==> src/rtl/cartridge_mem_arbiter_pkg.sv <==
// Shared constants for the cartridge memory arbiter: unified address map bases,
// arbiter FSM encodings and the region selector used by the address fold.
package cartridge_mem_arbiter_pkg;

   localparam logic [19:0] PRG_ROM_BASE = 20'h00000;
   localparam logic [19:0] CHR_BASE     = 20'h80000;
   localparam logic [19:0] PRG_RAM_BASE = 20'hC0000;

   localparam logic [1:0] ARB_IDLE    = 2'd0;
   localparam logic [1:0] ARB_CPU_ACC = 2'd1;
   localparam logic [1:0] ARB_PPU_ACC = 2'd2;
   localparam logic [1:0] ARB_DROP    = 2'd3;

   typedef enum logic [1:0] {
      REG_PRG_ROM = 2'd0,
      REG_CHR     = 2'd1,
      REG_PRG_RAM = 2'd2
   } cart_region_e;

endpackage

==> src/rtl/cartridge_mem_arbiter_addr_unifier.sv <==
// cart_addr_unifier: folds PRG ROM, CHR and PRG RAM addresses into the
// 20-bit unified cartridge map. Purely combinational.
module cart_addr_unifier
   import cartridge_mem_arbiter_pkg::*;
(
   input  logic        chr_sel_i,
   input  logic        ram_sel_i,
   input  logic [18:0] prg_rom_addr_i,
   input  logic [14:0] prg_ram_addr_i,
   input  logic [17:0] chr_addr_i,
   output logic [19:0] addr_o
);

   cart_region_e region;

   // CHR wins over the RAM select because the PPU grant overrides CPU inputs.
   always_comb begin
      if (chr_sel_i)      region = REG_CHR;
      else if (ram_sel_i) region = REG_PRG_RAM;
      else                region = REG_PRG_ROM;
   end

   always_comb begin
      case (region)
         REG_CHR:     addr_o = CHR_BASE     | {2'b00, chr_addr_i};
         REG_PRG_RAM: addr_o = PRG_RAM_BASE | {5'b00000, prg_ram_addr_i};
         default:     addr_o = PRG_ROM_BASE | {1'b0, prg_rom_addr_i};
      endcase
   end

endmodule

==> src/rtl/cartridge_mem_arbiter.sv <==
// Arbitrates CPU (PRG) and PPU (CHR) ports onto one byte-wide cartridge memory
// with req/ack sequencing and a timeout guard. Macro CART_ARB_ROUND_ROBIN_EN selects round-robin ties.
module cartridge_mem_arbiter
   import cartridge_mem_arbiter_pkg::*;
#(
   parameter int TIMEOUT_CYCLES = 255
) (
   input  logic        clk_i,
   input  logic        rst_i,
   input  logic        cpu_req_i,
   input  logic        cpu_sel_ram_i,
   input  logic        cpu_we_i,
   input  logic [18:0] cpu_prg_rom_addr_i,
   input  logic [14:0] cpu_prg_ram_addr_i,
   input  logic [7:0]  cpu_wdata_i,
   output logic [7:0]  cpu_rdata_o,
   output logic        cpu_ack_o,
   input  logic        ppu_req_i,
   input  logic        ppu_we_i,
   input  logic [17:0] ppu_chr_addr_i,
   input  logic [7:0]  ppu_wdata_i,
   output logic [7:0]  ppu_rdata_o,
   output logic        ppu_ack_o,
   output logic        mem_req_o,
   output logic        mem_we_o,
   output logic [19:0] mem_addr_o,
   output logic [7:0]  mem_wdata_o,
   input  logic [7:0]  mem_rdata_i,
   input  logic        mem_ack_i,
   output logic        timeout_o
);

   localparam int CNT_W = (TIMEOUT_CYCLES < 2) ? 1 : $clog2(TIMEOUT_CYCLES + 1);

   logic [1:0]       state_q;
   logic [CNT_W-1:0] cnt_q;
   logic [19:0]      addr_q;
   logic             we_q;
   logic [7:0]       wdata_q;
   logic             cpu_elig, ppu_elig, grant_cpu, grant_ppu;
   logic             in_acc, abort;
   logic [19:0]      uni_addr;

   // A port whose ack is pulsing this cycle is still holding req; ignore it.
   assign cpu_elig = cpu_req_i & ~cpu_ack_o;
   assign ppu_elig = ppu_req_i & ~ppu_ack_o;

`ifdef CART_ARB_ROUND_ROBIN_EN
   logic last_ppu_q;
   assign grant_ppu = ppu_elig & (~cpu_elig | ~last_ppu_q);
`else
   assign grant_ppu = ppu_elig;
`endif
   assign grant_cpu = cpu_elig & ~grant_ppu;

   cart_addr_unifier u_unifier (
      .chr_sel_i      (grant_ppu),
      .ram_sel_i      (cpu_sel_ram_i),
      .prg_rom_addr_i (cpu_prg_rom_addr_i),
      .prg_ram_addr_i (cpu_prg_ram_addr_i),
      .chr_addr_i     (ppu_chr_addr_i),
      .addr_o         (uni_addr)
   );

   assign in_acc      = (state_q == ARB_CPU_ACC) || (state_q == ARB_PPU_ACC);
   assign abort       = ~mem_ack_i && (cnt_q == CNT_W'(TIMEOUT_CYCLES - 1));
   assign mem_req_o   = in_acc;
   assign mem_we_o    = in_acc & we_q;
   assign mem_addr_o  = addr_q;
   assign mem_wdata_o = wdata_q;

   always_ff @(posedge clk_i or posedge rst_i) begin
      if (rst_i) begin
         state_q     <= ARB_IDLE;
         cnt_q       <= '0;
         addr_q      <= '0;
         we_q        <= 1'b0;
         wdata_q     <= '0;
         cpu_rdata_o <= '0;
         ppu_rdata_o <= '0;
         cpu_ack_o   <= 1'b0;
         ppu_ack_o   <= 1'b0;
         timeout_o   <= 1'b0;
`ifdef CART_ARB_ROUND_ROBIN_EN
         last_ppu_q  <= 1'b0;
`endif
      end else begin
         cpu_ack_o <= 1'b0;
         ppu_ack_o <= 1'b0;
         case (state_q)
            ARB_IDLE: begin
               if (grant_cpu || grant_ppu) begin
                  addr_q <= uni_addr;
                  cnt_q  <= '0;
`ifdef CART_ARB_ROUND_ROBIN_EN
                  last_ppu_q <= grant_ppu;
`endif
                  if (grant_ppu) begin
                     we_q    <= ppu_we_i;
                     wdata_q <= ppu_wdata_i;
                     state_q <= ARB_PPU_ACC;
                  end else begin
                     we_q    <= cpu_we_i;
                     wdata_q <= cpu_wdata_i;
                     state_q <= (cpu_we_i && !cpu_sel_ram_i) ? ARB_DROP : ARB_CPU_ACC;
                  end
               end
            end
            ARB_CPU_ACC, ARB_PPU_ACC: begin
               if (mem_ack_i || abort) begin
                  state_q <= ARB_IDLE;
                  if (!mem_ack_i) timeout_o <= 1'b1;
                  if (state_q == ARB_CPU_ACC) begin
                     cpu_ack_o <= 1'b1;
                     if (!we_q) cpu_rdata_o <= mem_ack_i ? mem_rdata_i : 8'hFF;
                  end else begin
                     ppu_ack_o <= 1'b1;
                     if (!we_q) ppu_rdata_o <= mem_ack_i ? mem_rdata_i : 8'hFF;
                  end
               end else begin
                  cnt_q <= cnt_q + CNT_W'(1);
               end
            end
            ARB_DROP: begin
               cpu_ack_o <= 1'b1;
               state_q   <= ARB_IDLE;
            end
            default: state_q <= ARB_IDLE;
         endcase
      end
   end

endmodule
==> config.mk <==
export PLATFORM = sky130hd
export DESIGN_NAME = cartridge_mem_arbiter
export DESIGN_NICKNAME = d
export VERILOG_FILES = /design/src/rtl/cartridge_mem_arbiter_pkg.sv /design/src/rtl/cartridge_mem_arbiter_addr_unifier.sv /design/src/rtl/cartridge_mem_arbiter.sv
export SDC_FILE = /design/constraint.sdc
export NUM_CORES = 1
export LEC_CHECK = 0
export CAP_MARGIN = 5
export CORE_MARGIN = 2
export CORE_UTILIZATION = 45
export DETAILED_ROUTE_END_ITERATION = 12
export PLACE_DENSITY = 0.82
export SETUP_SLACK_MARGIN = 0.02
export SLEW_MARGIN = 20
export SYNTH_ARGS = -nofsm -noshare
export SYNTH_HDL_FRONTEND = slang
export SYNTH_SLANG_ARGS = --single-unit
==> constraint.sdc <==
create_clock -name clk_i -period 4.7 [get_ports clk_i]
set_input_delay 0.47 -clock clk_i [delete_from_list [all_inputs] [get_ports clk_i]]
set_output_delay 0.47 -clock clk_i [all_outputs]
set_load 0.005 [all_outputs]
# Yosys cells after proc, flatten, opt, wreduce, memory -nomap -nowiden
# Cells that the tools add are included.
[word_totals]
reg_bits = 58
inputBits = 84
output_inout_bits = 49
wordCells = 65
[op_classes]
addsub = 1
eq_ne = 9
n_mux = 20
bitwise_logic = 10
reduce_logical = 15
[ops]
columns = ["op", "count"]
rows = [
  ["$pmux 20 s2", 1],
  ["$mux 8", 4],
  ["$pmux 8 s2", 1],
  ["$mux 2", 6],
  ["$add 8x1->8 const B", 1],
  ["$eq 8x8->1 const B", 1],
  ["$reduce_and 4->1", 2],
  ["$eq 2x2->1 const B", 3],
  ["$mux 1", 6],
  ["$ne 2x2->1 const B", 3],
  ["$not 1->1", 6],
  ["$pmux 2 s3", 1],
  ["$reduce_and 3->1", 2],
  ["$and 1x1->1", 4],
  ["$eq 2x1->1 const B", 2],
  ["$reduce_and 2->1", 2],
  ["$logic_or 1x1->1", 3],
  ["$logic_and 1x1->1", 2],
  ["$logic_not 2->1", 1],
  ["$pmux 1 s2", 1],
  ["$reduce_bool 2->1", 1],
  ["$reduce_or 2->1", 1],
  ["$logic_not 1->1", 1],
]

# Longest topological paths before layout
[logic_depth]
depth_word = 7
ltp_mapped = 7

# Modules after synthesis
# Synthesis repeated with hierarchy kept, for this count alone.
[unflattened]
cells_unflattened = 264
hier_area_um2 = 2946.6
[by_module_without_submodules]
columns = ["mod", "n_inst", "cells_each", "area_each_um2"]
rows = [
  ["cartridge_mem_arbiter", 1, 206, 2572.5],
  ["cart_addr_unifier", 1, 58, 374.1],
]

# Least setup slack after synthesis
# Ideal clock, no wire load.
[synth_path]
path_kind = "register to output"
start = "register state_q[0]"
end = "output mem_we_o"
t_arrival_ps = 1227
required_time_ps = 4230
setup_slack_ps = 3003
stages_incl_launch_ff = 5
n_path_buf = 1
cell_sequence = "dfrtp_1 inv_1 ha_1 clkbuf_1 and2_1"
[synth_via]
elab_chain_cells = 3
[synth_lines]
columns = ["item", "line", "source"]
rows = [
  ["start, declared", "cartridge_mem_arbiter.sv:35", "logic [1:0] state_q;"],
  ["start signal, assigned", "cartridge_mem_arbiter.sv:105", "state_q <= (cpu_we_i && !cpu_sel_ram_i) ? ARB_DROP : ARB_CPU_ACC;"],
  ["$eq 2x1->1 or $eq 2x2->1 (tied branches)", "cartridge_mem_arbiter.sv:65", "assign in_acc = (state_q == ARB_CPU_ACC) || (state_q == ARB_PPU_ACC);"],
  ["$logic_or 1x1->1 (*)", "cartridge_mem_arbiter.sv:65", ""],
  ["named net mem_req_o", "cartridge_mem_arbiter.sv:24", "output logic mem_req_o,"],
  ["$and 1x1->1 (*)", "cartridge_mem_arbiter.sv:68", "assign mem_we_o = in_acc & we_q;"],
  ["end, declared", "cartridge_mem_arbiter.sv:25", "output logic mem_we_o,"],
]
# Mark *: on every way through the listed nets, which the timed path passes. The rest lies on a longest branch.

# Final worst setup path
[layout_path]
start = "register state_q[0]"
end = "output mem_we_o"
[layout_via]
elab_chain_cells = 3
[layout_lines]
columns = ["item", "line"]
rows = [
  ["$eq 2x1->1 or $eq 2x2->1 (tied branches)", "cartridge_mem_arbiter.sv:65"],
  ["$logic_or 1x1->1 (*)", "cartridge_mem_arbiter.sv:65"],
  ["$and 1x1->1 (*)", "cartridge_mem_arbiter.sv:68"],
]
# Every way passes the cells marked *; elsewhere a longest branch is shown, timed or not.

==> results by group <==
Logic synthesis
  – Sequential area share after synthesis: between 50 and 60%
  – Post-synth EDFFs: 0
  – Post-Synthesis Cells: slightly below 300
  – Post-Syn Area: roughly 2900 um^2
  – Syn avg cell area: 9.855 um^2
  – Unique masters post-synth: 35
  – Async set-reset flop share out of synthesis: 100.0%
  – Number of synthesized register bits: 58
  – YS warnings: 0
  – Syn nets: 383
  – Synth Flop Type: dfrtp_1

Flow run
  – MaxCap Viol Count: 0

Clock network
  – CTS max path bufs: 2
  – CTS hold repair buffers: 0
  – Clock root buffer master: clkbuf_8
  – Clock Sinks: 58
  – CTS tree: built
  – Post-CTS Setup Bufs: 0
  – Reg clk slew, reported paths: 0.06 ns
  – Clock latency on the worst-skew pair: 0.34 ns
  – Cts repair resizes: 0
  – Total CTS buffers: 9
  – H-tree depth: 3

Worst setup path
  – Setup CP Type: reg -> out
  – Worst Path Max Fanout: 15
  – Crit-path cells: inv_1 > ha_1 > and2_1 > clkdlybuf4s50_1
  – Worst Path Buf+Inv: 2
  – Crit path capture type: output port
  – Arrival time at the worst endpoint: 2.10 ns
  – CP max-delay cell: ha_1
  – CP max stage delay: approximately 0.57 ns
  – Reg2reg setup slack: 2.40 ns
  – Top cell family by delay on the critical path: buffers and inverters
  – Crit path required time: 4.23 ns
  – Startpoint Class: flip-flop

Final layout
  – Antenna fix cells: 0
  – Most common cell after layout, fill and taps aside: clkdlybuf4s50_1
  – Most frequent cells in the layout: clkdlybuf4s50_1, dfrtp_1, nand2_1, o21ai_0, mux2i_1
  – Fillers: approximately 500
  – Area Growth Syn to Fin: 54.39%
  – Layout cells sized above 1: under 10%
  – Nets: slightly above 500
  – Multi-input gate area in the final layout: 1341 um^2
  – Register area: 1451 um^2

Detailed routing
  – Drt pass-1 iters: 4
  – DR iter-0 viols: 98
  – Drt total wl: 7935 um
  – Final ANT Viol Nets: 0
  – Post-route DRC: 0
  – Vias: 2657
  – Via density per instance: 5.282
  – Avg WL per Cell: approximately 16 um

Floorplan
  – Initial Util: 45.84%
  – Die height: 83.97 um
  – Die X: 83.97 um
  – Core area: 6277 um^2
  – Die area: slightly above 7000 um^2
  – I/O pin cnt: 133
  – Row count: 29

Timing
  – Slew Limit Fails: 0
  – Max-slew headroom: 29.04%
  – Final setup TNS: 0 ns
  – Worst hold slack: 0.4592 ns
  – Final worst-path cycle share: between 50% and 60%
  – Clk_skew: 0.01179 ns
  – Fin crit period: 2.569 ns
  – Hold Vio Cnt, Final: 0
  – RSZ-0062 raised after global routing: false
  – Slew @ Worst Pin: 1.062 ns
  – Max Fclk: 0.3892 GHz
  – Final setup viols: 0

Power
  – VDD IR-drop max: 0.3109 mV
  – Static leakage: about 0.0019 uW
  – Power per cell area: 552.2 nW/um^2

Global routing
  – Grt met1 use: 27.20%
  – First-pass GRT wire length: between 10000 and 15000 um
  – Pin count of the biggest net entering global routing: 59
  – GR Util met2: about 39%
  – Most Crowded Layer GR: met2
  – Overall Global Routing Usage: 23.60%
  – Met3 Use GR: 11.37%
  – Gr ovfl total: 0
  – Number of global-route vias before repair: 2759
  – Antenna violations before repair: 0

Placed design
  – Dpl hpwl: 5830 um
  – PortBufs: 132
  – Final GP Congestion: 0.8535

Outcome
  – Status: completed

Worst hold path
  – Worst min path class: reg -> reg
where the power goes:
part | switching (uW) | total (uW) | internal, uW | leakage, uW
Clock | 191 | 457 | 266 | 0.000101
Sequential | 147 | 863 | 716 | 0.000713
Combinational | 509 | 1130 | 625 | 0.00107
Total | 847 | 2450 | 1610 | 0.00189
final timing paths:
kind | from | end | cells past startpoint
min reg2reg | timeout_o | timeout_o | 1
min in group asynchronous | rst_i | ppu_rdata_o[0] | 3
min | timeout_o | timeout_o | 1
max reg2reg | state_q[0] | cnt_q[2] | 6
max | state_q[0] | mem_we_o | 4
max in group asynchronous | rst_i | mem_wdata_o[7] | 3
synth_stat cells (2+ instances only):
library cell	n	area, um^2
dfrtp_1	58	1451
nand2_1	38	142.6
o21ai_0	35	175.2
mux2i_1	24	240.2
nor2_1	22	82.58
a21oi_1	20	100.1
o22a_1	16	140.1
a31oi_1	10	62.56
buf_2	8	40.04
ha_1	7	87.58
inv_1	7	26.28
o21ai_1	6	30.03
clkbuf_1	5	18.77
nand2b_1	5	31.28
nand3_1	5	25.02
nor2b_1	3	18.77
nor3b_1	3	22.52
nand4_1	2	12.51
o211ai_1	2	15.01
area by class of cell:
| cell class | instances | area share [%] |
|---|---|---|
| Sequential cell | 58 | 32.67 |
| Multi-Input combinational cell | 213 | 30.19 |
| Timing Repair Buffer | 134 | 30.08 |
| Clock buffer | 11 | 3.407 |
| Tap cell | 77 | 2.168 |
| Clock inverter | 3 | 0.9012 |
| Inverter | 7 | 0.5914 |
routing by layer:
metal	share of wire, %	wire [um]
met1	39	3117
met2	49	3873
met3	10	820
met4	1.6	124
met5	0	0
kinds of logic after synthesis:
family,Yosys count,share of synthesized area [%]
AOI/OAI and AO/OA,95,20.22
and+or+nand+nor,87,14.74
DFF,58,50.43
muxes,24,8.348
buffers and inverters,21,3.218
adders and majority gates,7,3.043
worst reg2reg max path, stage by stage (launching register included):
cell and delay, ns:
dfrtp_1 0.42, inv_1 0.09, ha_1 0.57, nor2b_1 0.27, a21boi_1 0.53, a31oi_1 0.17
a31oi_1 0.18
per-stage QoR:
stage                     std cells  setup WS [ns]  power [uW]  area, um^2  util (%)
after floorplan                 292          2.802        1398        2878         -
after global placement          489          2.342        1965        4252     67.73
after detailed placement        489          2.277        2009        4252     67.73
after CTS                       503          2.111        2477        4443     70.78
after global routing            503          1.992        2633        4443     70.78
final                           503          2.131        2453        4443     70.78
registers in the layout, indices dropped and copies added (netlist names):
signal	flops
cnt_q	8
cpu_ack_o	1
cpu_rdata_o	8
mem_addr_o	20
mem_wdata_o	8
ppu_ack_o	1
ppu_rdata_o	8
state_q	2
timeout_o	1
we_q	1
(Power assumes the default switching activity.)
